[config.mk]
export PLATFORM = sky130hd
export DESIGN_NAME = ps2_host_tx
export DESIGN_NICKNAME = d
export VERILOG_FILES = /design/src/rtl/ps2_host_tx.sv
export SDC_FILE = /design/constraint.sdc
export NUM_CORES = 1
export LEC_CHECK = 0
export CAP_MARGIN = 20
export CORE_ASPECT_RATIO = 0.75
export CORE_UTILIZATION = 55
export CTS_BUF_LIST = sky130_fd_sc_hd__clkbuf_8
export CTS_CLUSTER_DIAMETER = 50
export DETAILED_ROUTE_END_ITERATION = 8
export PLACE_DENSITY = 0.78
export SLEW_MARGIN = 25
export SYNTH_ARGS = -nofsm -noshare
export SYNTH_HDL_FRONTEND = slang
export SYNTH_SLANG_ARGS = --single-unit
[constraint.sdc]
create_clock -name clk -period 1.95 [get_ports clk]
set_input_delay 0.585 -clock clk [delete_from_list [all_inputs] [get_ports clk]]
set_output_delay 0.585 -clock clk [all_outputs]
set_load 0.05 [all_outputs]
[src/rtl/ps2_host_tx.sv]
// ps2_host_tx -- PS/2 host-to-device command transmitter.
//
// Sends one command byte to a PS/2 device over the shared open-drain clock
// and data lines. The transfer runs in this order:
//    1. Inhibit the bus by holding the clock low.
//    2. Request-to-send: hold data low as well, then release the clock.
//    3. Shift 8 data bits, odd parity and stop on the device clock edges.
//    4. Check the device ACK.
//
// Ports:
//    clk          system clock
//    clr          synchronous reset, active-high
//    ps2_clk      raw PS/2 clock line level (asynchronous)
//    ps2_data     raw PS/2 data line level (asynchronous)
//    tx_data      command byte, sampled only when tx_valid & tx_ready
//    tx_valid     request to send tx_data
//    tx_ready     high while idle
//    ps2_clk_oe   1 = pull clock line low, 0 = release
//    ps2_data_oe  1 = pull data line low, 0 = release
//    busy         transfer in progress
//    done         one-cycle pulse: transfer ended with a valid ACK
//    err          one-cycle pulse: NACK or timeout
//
// Optional build macro PS2_TX_RETRY_EN:
//    When defined, the first NACK or timeout is not reported. The bus is
//    released, the block waits for line idle, and the same byte is sent once
//    more. err pulses only if that retry also fails.
//    When undefined, no retry logic is built.

module ps2_host_tx #(
   parameter int INHIBIT_CYCLES = 5000,
   parameter int START_CYCLES   = 50,
   parameter int TIMEOUT_CYCLES = 750000
) (
   input  logic       clk,
   input  logic       clr,
   input  logic       ps2_clk,
   input  logic       ps2_data,
   input  logic [7:0] tx_data,
   input  logic       tx_valid,
   output logic       tx_ready,
   output logic       ps2_clk_oe,
   output logic       ps2_data_oe,
   output logic       busy,
   output logic       done,
   output logic       err
);

   localparam int MAX_AB     = (INHIBIT_CYCLES > START_CYCLES) ? INHIBIT_CYCLES : START_CYCLES;
   localparam int MAX_CYCLES = (MAX_AB > TIMEOUT_CYCLES) ? MAX_AB : TIMEOUT_CYCLES;
   localparam int CW         = $clog2(MAX_CYCLES) + 1;

   localparam logic [CW-1:0] INH_LAST   = CW'(INHIBIT_CYCLES - 1);
   localparam logic [CW-1:0] START_LAST = CW'(START_CYCLES - 1);
   localparam logic [CW-1:0] TMO_LAST   = CW'(TIMEOUT_CYCLES - 1);

   typedef enum logic [2:0] {
      S_IDLE    = 3'd0,
      S_INHIBIT = 3'd1,
      S_START   = 3'd2,
      S_SEND    = 3'd3,
      S_ACK     = 3'd4,
`ifdef PS2_TX_RETRY_EN
      S_RETRY   = 3'd6,
`endif
      S_WAIT    = 3'd5
   } state_t;

   state_t        state_q, state_d;
   logic [CW-1:0] cnt_q, cnt_d;           // phase length / timeout counter
   logic [3:0]    bit_cnt_q, bit_cnt_d;   // falling edges seen in SEND
   logic [9:0]    frame_q, frame_d;       // {stop, parity, data[7:0]} shift register
   logic          out_bit_q, out_bit_d;   // frame bit currently presented on the data line
   logic [7:0]    tx_byte_q, tx_byte_d;   // byte kept intact for a possible resend
   logic          ack_ok_q, ack_ok_d;
   logic          done_q, done_d;
   logic          err_q, err_d;
   logic [2:0]    clk_sync_q, clk_sync_d; // [0],[1] synchronizer, [2] edge-detect stage
   logic [2:0]    data_sync_q, data_sync_d;
`ifdef PS2_TX_RETRY_EN
   logic          retry_q, retry_d;
`endif

   logic fe;
   logic line_idle;
   logic fail;

   assign fe        = ~clk_sync_q[1] & clk_sync_q[2];
   assign line_idle = clk_sync_q[1] & data_sync_q[1];

   // State register
   always_ff @(posedge clk) begin
      if (clr) begin
         state_q     <= S_IDLE;
         cnt_q       <= '0;
         bit_cnt_q   <= '0;
         frame_q     <= '0;
         out_bit_q   <= 1'b0;
         tx_byte_q   <= '0;
         ack_ok_q    <= 1'b0;
         done_q      <= 1'b0;
         err_q       <= 1'b0;
         // Synchronizers start at the idle-high level so reset never fakes an edge.
         clk_sync_q  <= 3'b111;
         data_sync_q <= 3'b111;
`ifdef PS2_TX_RETRY_EN
         retry_q     <= 1'b0;
`endif
      end else begin
         state_q     <= state_d;
         cnt_q       <= cnt_d;
         bit_cnt_q   <= bit_cnt_d;
         frame_q     <= frame_d;
         out_bit_q   <= out_bit_d;
         tx_byte_q   <= tx_byte_d;
         ack_ok_q    <= ack_ok_d;
         done_q      <= done_d;
         err_q       <= err_d;
         clk_sync_q  <= clk_sync_d;
         data_sync_q <= data_sync_d;
`ifdef PS2_TX_RETRY_EN
         retry_q     <= retry_d;
`endif
      end
   end

   // Next-state logic
   always_comb begin
      state_d     = state_q;
      cnt_d       = cnt_q;
      bit_cnt_d   = bit_cnt_q;
      frame_d     = frame_q;
      out_bit_d   = out_bit_q;
      tx_byte_d   = tx_byte_q;
      ack_ok_d    = ack_ok_q;
      done_d      = 1'b0;
      err_d       = 1'b0;
      fail        = 1'b0;
      clk_sync_d  = {clk_sync_q[1:0], ps2_clk};
      data_sync_d = {data_sync_q[1:0], ps2_data};
`ifdef PS2_TX_RETRY_EN
      retry_d     = retry_q;
`endif

      case (state_q)
         S_IDLE: begin
`ifdef PS2_TX_RETRY_EN
            retry_d = 1'b0;
`endif
            if (tx_valid) begin
               tx_byte_d = tx_data;
               cnt_d     = '0;
               state_d   = S_INHIBIT;
            end
         end

         S_INHIBIT: begin
            if (cnt_q == INH_LAST) begin
               cnt_d   = '0;
               state_d = S_START;
            end else begin
               cnt_d = cnt_q + 1'b1;
            end
         end

         S_START: begin
            if (cnt_q == START_LAST) begin
               // Frame is rebuilt from the kept byte, so a resend needs no extra state.
               cnt_d     = '0;
               frame_d   = {1'b1, ~^tx_byte_q, tx_byte_q};
               out_bit_d = 1'b0;
               bit_cnt_d = '0;
               state_d   = S_SEND;
            end else begin
               cnt_d = cnt_q + 1'b1;
            end
         end

         S_SEND: begin
            if (fe) begin
               cnt_d     = '0;
               out_bit_d = frame_q[0];
               frame_d   = {1'b0, frame_q[9:1]};
               bit_cnt_d = bit_cnt_q + 4'd1;
               // The tenth edge presents the stop bit; ACK follows.
               if (bit_cnt_q == 4'd9) begin
                  state_d = S_ACK;
               end
            end else if (cnt_q == TMO_LAST) begin
               fail = 1'b1;
            end else begin
               cnt_d = cnt_q + 1'b1;
            end
         end

         S_ACK: begin
            if (fe) begin
               cnt_d    = '0;
               ack_ok_d = ~data_sync_q[1];
               state_d  = S_WAIT;
            end else if (cnt_q == TMO_LAST) begin
               fail = 1'b1;
            end else begin
               cnt_d = cnt_q + 1'b1;
            end
         end

         S_WAIT: begin
            if (line_idle) begin
               if (ack_ok_q) begin
                  done_d  = 1'b1;
                  state_d = S_IDLE;
               end else begin
                  fail = 1'b1;
               end
            end else if (fe) begin
               cnt_d = '0;
            end else if (cnt_q == TMO_LAST) begin
               fail = 1'b1;
            end else begin
               cnt_d = cnt_q + 1'b1;
            end
         end

`ifdef PS2_TX_RETRY_EN
         S_RETRY: begin
            if (line_idle) begin
               cnt_d   = '0;
               state_d = S_INHIBIT;
            end else if (cnt_q == TMO_LAST) begin
               fail = 1'b1;
            end else begin
               cnt_d = cnt_q + 1'b1;
            end
         end
`endif

         default: state_d = S_IDLE;
      endcase

      if (fail) begin
`ifdef PS2_TX_RETRY_EN
         if (!retry_q) begin
            retry_d = 1'b1;
            cnt_d   = '0;
            state_d = S_RETRY;
         end else begin
            err_d   = 1'b1;
            state_d = S_IDLE;
         end
`else
         err_d   = 1'b1;
         state_d = S_IDLE;
`endif
      end
   end

   // Outputs: open-drain enables only ever pull low
   always_comb begin
      tx_ready    = (state_q == S_IDLE);
      busy        = (state_q != S_IDLE);
      ps2_clk_oe  = (state_q == S_INHIBIT) || (state_q == S_START);
      ps2_data_oe = (state_q == S_START) || ((state_q == S_SEND) && !out_bit_q);
      done        = done_q;
      err         = err_q;
   end

endmodule

* Yosys cells after proc, flatten, opt, wreduce, memory -nomap -nowiden
Cells that the tools add are included.
** Cells by class
- $mul :: 0
- Equality and inequality tests :: 18
- Reductions and logical operators :: 17
- Divide/modulo/power cells :: 0
- Multiplexer cells :: 32
- Shift-type cells :: 0
- Magnitude comparators :: 0
- $add $sub $neg :: 2
- Bitwise logic cells :: 6
** Operators with widths (count)
- $mux 21 :: 6
- $pmux 21 s5 :: 1
- $mux 3 :: 8
- $add 21x1->21 const B :: 1
- $eq 21x13->1 const B :: 1
- $eq 21x20->1 const B :: 1
- $eq 21x6->1 const B :: 1
- $mux 10 :: 2
- $pmux 10 s2 :: 1
- $ne 2x2->1 const B :: 9
- $pmux 3 s6 :: 1
- $mux 1 :: 8
- $mux 4 :: 2
- $pmux 4 s2 :: 1
- $reduce_and 8->1 :: 1
- $reduce_xnor 8->1 :: 1
- $eq 3x2->1 const B :: 2
- $eq 3x3->1 const B :: 2
- $reduce_and 3->1 :: 2
- $reduce_bool 5->1 :: 1
- $add 4x1->4 const B :: 1
- $eq 4x4->1 const B :: 1
- $not 1->1 :: 4
- $pmux 1 s2 :: 2
- 11 further kinds :: 15
** Word-level totals
- Memories :: 0
- Latch bits :: 0
- Register bits :: 55
- Input bits :: 13
- Logic and storage cells :: 86
- Memory bits (read-only) :: 0
- Output and inout port bits :: 6
- Memory bits (writable) :: 0

* Depth between registers and ports, before layout
- Word-level depth :: 6
- Depth in mapped cells :: 9
- Depth with buffers taken out :: 8

* Worst setup path after synthesis
Ideal clock, no wire load.
- Kind :: reg2reg
- Start point :: register state_q[1]
- End point :: register tx_byte_q[0]
- Required time :: 1879 ps
- Setup time :: 71 ps
- Path slack :: -176 ps
- Buffers on the path :: 2
- Cell stages (with the launch flop) :: 8
- Period minus slack after synthesis :: 2126 ps
- Data arrival time :: 2055 ps
- Cells stage by stage :: dfxtp_1 > buf_2 > or3_1 > inv_1 > and2_1 > clkbuf_1 > nand2_1 > a21oi_1
** Between the ends
- Word-level cells in the longest chain between the ends :: 2
** RTL lines
- start: declaration :: RTL line 69 : state_t state_q, state_d;
- start signal: assignment :: RTL line 110 : state_q <= state_d;
- $logic_not 3->1
- net tx_ready :: RTL line 41 : output logic tx_ready,
- $reduce_and 2->1 (no source line)
- end signal: assignment :: RTL line 115 : tx_byte_q <= tx_byte_d;
- end: declaration :: RTL line 74 : logic [7:0] tx_byte_q, tx_byte_d;
The timed path passes the listed nets, and every way through them passes these cells.
A chain may end at the register's enable or synchronous reset.

* Worst setup path in the final report
- Start point :: register cnt_q[1]
- End point :: register frame_q[6]
** Between the ends
- Word-level cells in the longest chain between the ends :: 3
** RTL lines
- start: declaration :: RTL line 70 : logic [CW-1:0] cnt_q, cnt_d;
- start signal: assignment :: RTL line 111 : cnt_q <= cnt_d;
- $eq 21x6->1 :: RTL line 167 : if (cnt_q == START_LAST) begin
- $ne 2x2->1 (no source line)
- $reduce_and 3->1 (no source line)
- end signal: assignment :: RTL line 113 : frame_q <= frame_d;
- end: declaration :: RTL line 72 : logic [9:0] frame_q, frame_d;
Every way passes these cells.

==> impl_metrics.yaml <==
synthesis:
  ys.flop_type: "dfxtp_1"
  avgSynthCellArea_um2: 8.34
  ys_ff_latch: 55
  synth-warning-count: 0
  syn_inst: 345
  synth_edf_count: 0
  ys_async_sr_fraction: 0
  synth_cell_types: 56
  synth_area_um2: 2880
  ys_seq_area_frac: 0.382
  synth_nets: 362
clock_network:
  clockBufferDepth: 2
  cts_buffers: 5
  hold_buffers: 0
  clk_latency_ns: 0.32
  htreeDepth: 2
  cts.clk_slew.worst_paths_ns: 0.11
  cts_tree: "built"
  cts.sinks: 55
  cts-root-buf: "clkbuf_8"
run_status:
  status: "complete, but fails checks"
  violations: "setup timing"
final_layout:
  area_growth_pct: 46.1
  diodes: 0
  stdcell_area_um2: 4210
  drive_gt1_frac: 0.381
  final_util: 0.849
  num-nets-final: 446
sta:
  finClkSkew_ns: 0.0125
  hold_viol_final: 0
  final_max_slew_viol_count: 0
  max_slew_margin: 0.631
  setup_slack_ns: -0.223
  rsz0062_at_grt: "yes"
  setup_viol: 40
  fin_crit_sh: 1.11
  worst_slew_pin_slew_ns: 0.546
  min_period_ns: 2.17
  max_freq_mhz: 460
global_routing:
  grt_first_pass_wirelength_um: 12600
  grt_pass1_vias: 2538
  grt_overflow_total: 0
  grt_max_degree: 17
  antenna_found_initial: 0
  grtUsageTotal: 0.293
power_and_ir_drop:
  p_per_area_nw_per_um2: 1080
  peakVddDrop_mv: 1.25
  p_leak_nw: 1.58
  finalPower_w: 0.00454
critical_path:
  r2r_slack_ns: -0.22
  r2r-end: "frame_q[6]"
  crit_path_start_kind: "flip-flop"
  required_ns: 2.18
  r2r_cells: 9
  worstReg2RegStart: "cnt_q[1]"
  crit_path_max_fanout: 5
  end_kind: "flip-flop"
  crit_type: "reg2reg"
  critPathArrivalTime_ns: 2.40
drt:
  drc: 0
  maxUsedRoutingLayer: "met4"
  drt_pass1_iterations: 5
  wl_met2_um: 4370
  dr_wl_met3_um: 923
  detail-route-antenna-nets: 0
  drt_iter0_drc: 411
  wl_met1_um: 3990
  wl_um: 9640
  wl_per_cell_um: 19.7
  vias: 3072
  routed_via_density: 6.27
worst_hold_path:
  hp-class: "reg2reg"
  hold_depth: 1
  min_to: "data_sync_q[1]"
  holdCritStartpoint: "data_sync_q[0]"
placed_design:
  portBuffers: 18
  dpl_cell_area_um2: 3520
  dp_hpwl_um: 4780
  routabilityCongestion: 0.868
run:
  maxCapViolations: 0
die:
  start_util: 0.581
  die-area_um2: 5530
  core_area_um2: 4950
  fp-row-count: 22
  die_h_um: 64.7
  io-pin-count: 19
  die_w_um: 85.5
==> timing repair <==
action / CTS / global route
setup buffers: 9 / 11
setup endpoints to repair: 41 / 42
gates cloned: 2 / 2
gates resized for setup: 29 / 49
pin swaps: 11 / 28
hold endpoints to repair: 0 / 0
==> cells by family after synthesis <==
logic type,Yosys count,synth area share
AO/OA/AOI/OAI,53,0.153
multiplexers,2,0.00739
AND/OR/NAND/NOR,182,0.325
XOR/XNOR,24,0.0730
buffers and inverters,25,0.0413
adder cells (fa/ha/maj),4,0.0174
flip-flops,55,0.382
==> layout make-up <==
class	count	area [um^2]
repair buffers	92	867
well taps	60	75.1
flip-flops and latches	55	1130
multi-input cells	268	1970
clock inverters	3	63.8
inverters	7	30.0
fillers	250	749
clock buffers	5	68.8
==> worst max path at each step <==
stage / from / end / slack (ns)
finish: cnt_q[1] / frame_q[6] / -0.22
floorplan: cnt_q[1] / cnt_q[7] / 0.003
CTS: cnt_q[15] / bit_cnt_q[3] / -0.09
global route: cnt_q[1] / frame_q[6] / -0.32
detailed placement: cnt_q[1] / frame_q[1] / -0.19
global placement: cnt_q[1] / bit_cnt_q[3] / -0.14
==> power by group <==
group | total (W) | internal, W | switching, W
Clock | 0.000913 | 0.000509 | 0.000404
Combinational | 0.00229 | 0.00109 | 0.00120
Sequential | 0.00134 | 0.00121 | 0.000121
Total | 0.00454 | 0.00281 | 0.00173
==> through the flow <==
step                hold slack (ns)  TNS [ns]  setup slack, ns  std cells
finish                        0.416     -5.19           -0.223        490
global placement              0.391     -2.55           -0.137        459
CTS                           0.417     -1.28          -0.0940        478
global route                  0.434     -6.98           -0.316        490
detailed placement            0.393     -4.13           -0.188        459
floorplan                     0.389         0          0.00278        345
==> state kept, by name (all words and copies together), names as in the netlist <==
name,count
cnt_q,21
frame_q,10
tx_byte_q,8
bit_cnt_q,4
clk_sync_q,3
state_q,3
data_sync_q,2
ack_ok_q,1
done,1
err,1
out_bit_q,1
==> worst max-delay path, cell delays in order, from the launching register on <==
cell and delay [ns]:
dfxtp_2 0.36, inv_2 0.08, ha_4 0.13, nor4b_4 0.19
nand3b_1 0.18, or4_4 0.55, buf_12 0.18, nand2_8 0.11
nor2_4 0.06, a311oi_2 0.25
==> Yosys cell counts (2+ instances only) <==
library cell | n | area share
nor2_1 | 42 | 0.055
nor3_1 | 9 | 0.016
dfxtp_1 | 55 | 0.38
nand3b_1 | 6 | 0.016
a311oi_2 | 8 | 0.042
buf_4 | 2 | 0.0052
nand2b_1 | 6 | 0.013
xor2_1 | 15 | 0.046
ha_1 | 4 | 0.017
nand2_1 | 53 | 0.069
or4_4 | 2 | 0.0078
nand4_1 | 7 | 0.015
nor4b_1 | 3 | 0.0091
a31oi_1 | 2 | 0.0043
inv_1 | 7 | 0.0091
nand3_1 | 19 | 0.033
buf_2 | 5 | 0.0087
and2_1 | 3 | 0.0065
or2_2 | 6 | 0.013
and4_1 | 2 | 0.0061
xnor2_1 | 9 | 0.027
o21ai_0 | 5 | 0.0087
and3_1 | 4 | 0.0087
a21oi_1 | 21 | 0.037
clkbuf_1 | 9 | 0.012
nand4b_1 | 2 | 0.0061
or3_1 | 3 | 0.0065
o31ai_4 | 2 | 0.015
o21a_1 | 2 | 0.0052
nor4_1 | 5 | 0.011
o211ai_1 | 2 | 0.0052
==> cells in the final DEF, fill, tap and decap left out, types with 7 or more instances in the layout <==
master,n
nand2_1,51
nor2_1,32
xor2_1,15
nand4_1,7
nor2_2,7
a311oi_2,8
nand3_1,18
buf_4,61
a21oi_1,15
buf_6,11
buf_12,7
xnor2_1,9
dfxtp_1,44
clkdlybuf4s50_1,12
==> routing by layer <==
layer / global-route usage / vias to the layer above
li1: - / 1386
met1: 0.435 / 1434
met2: 0.435 / 212
met3: 0.0484 / 40
met4: 0.0833 / 0
met5: 0 / -
Note: power is estimated with default switching activity, not from simulation.
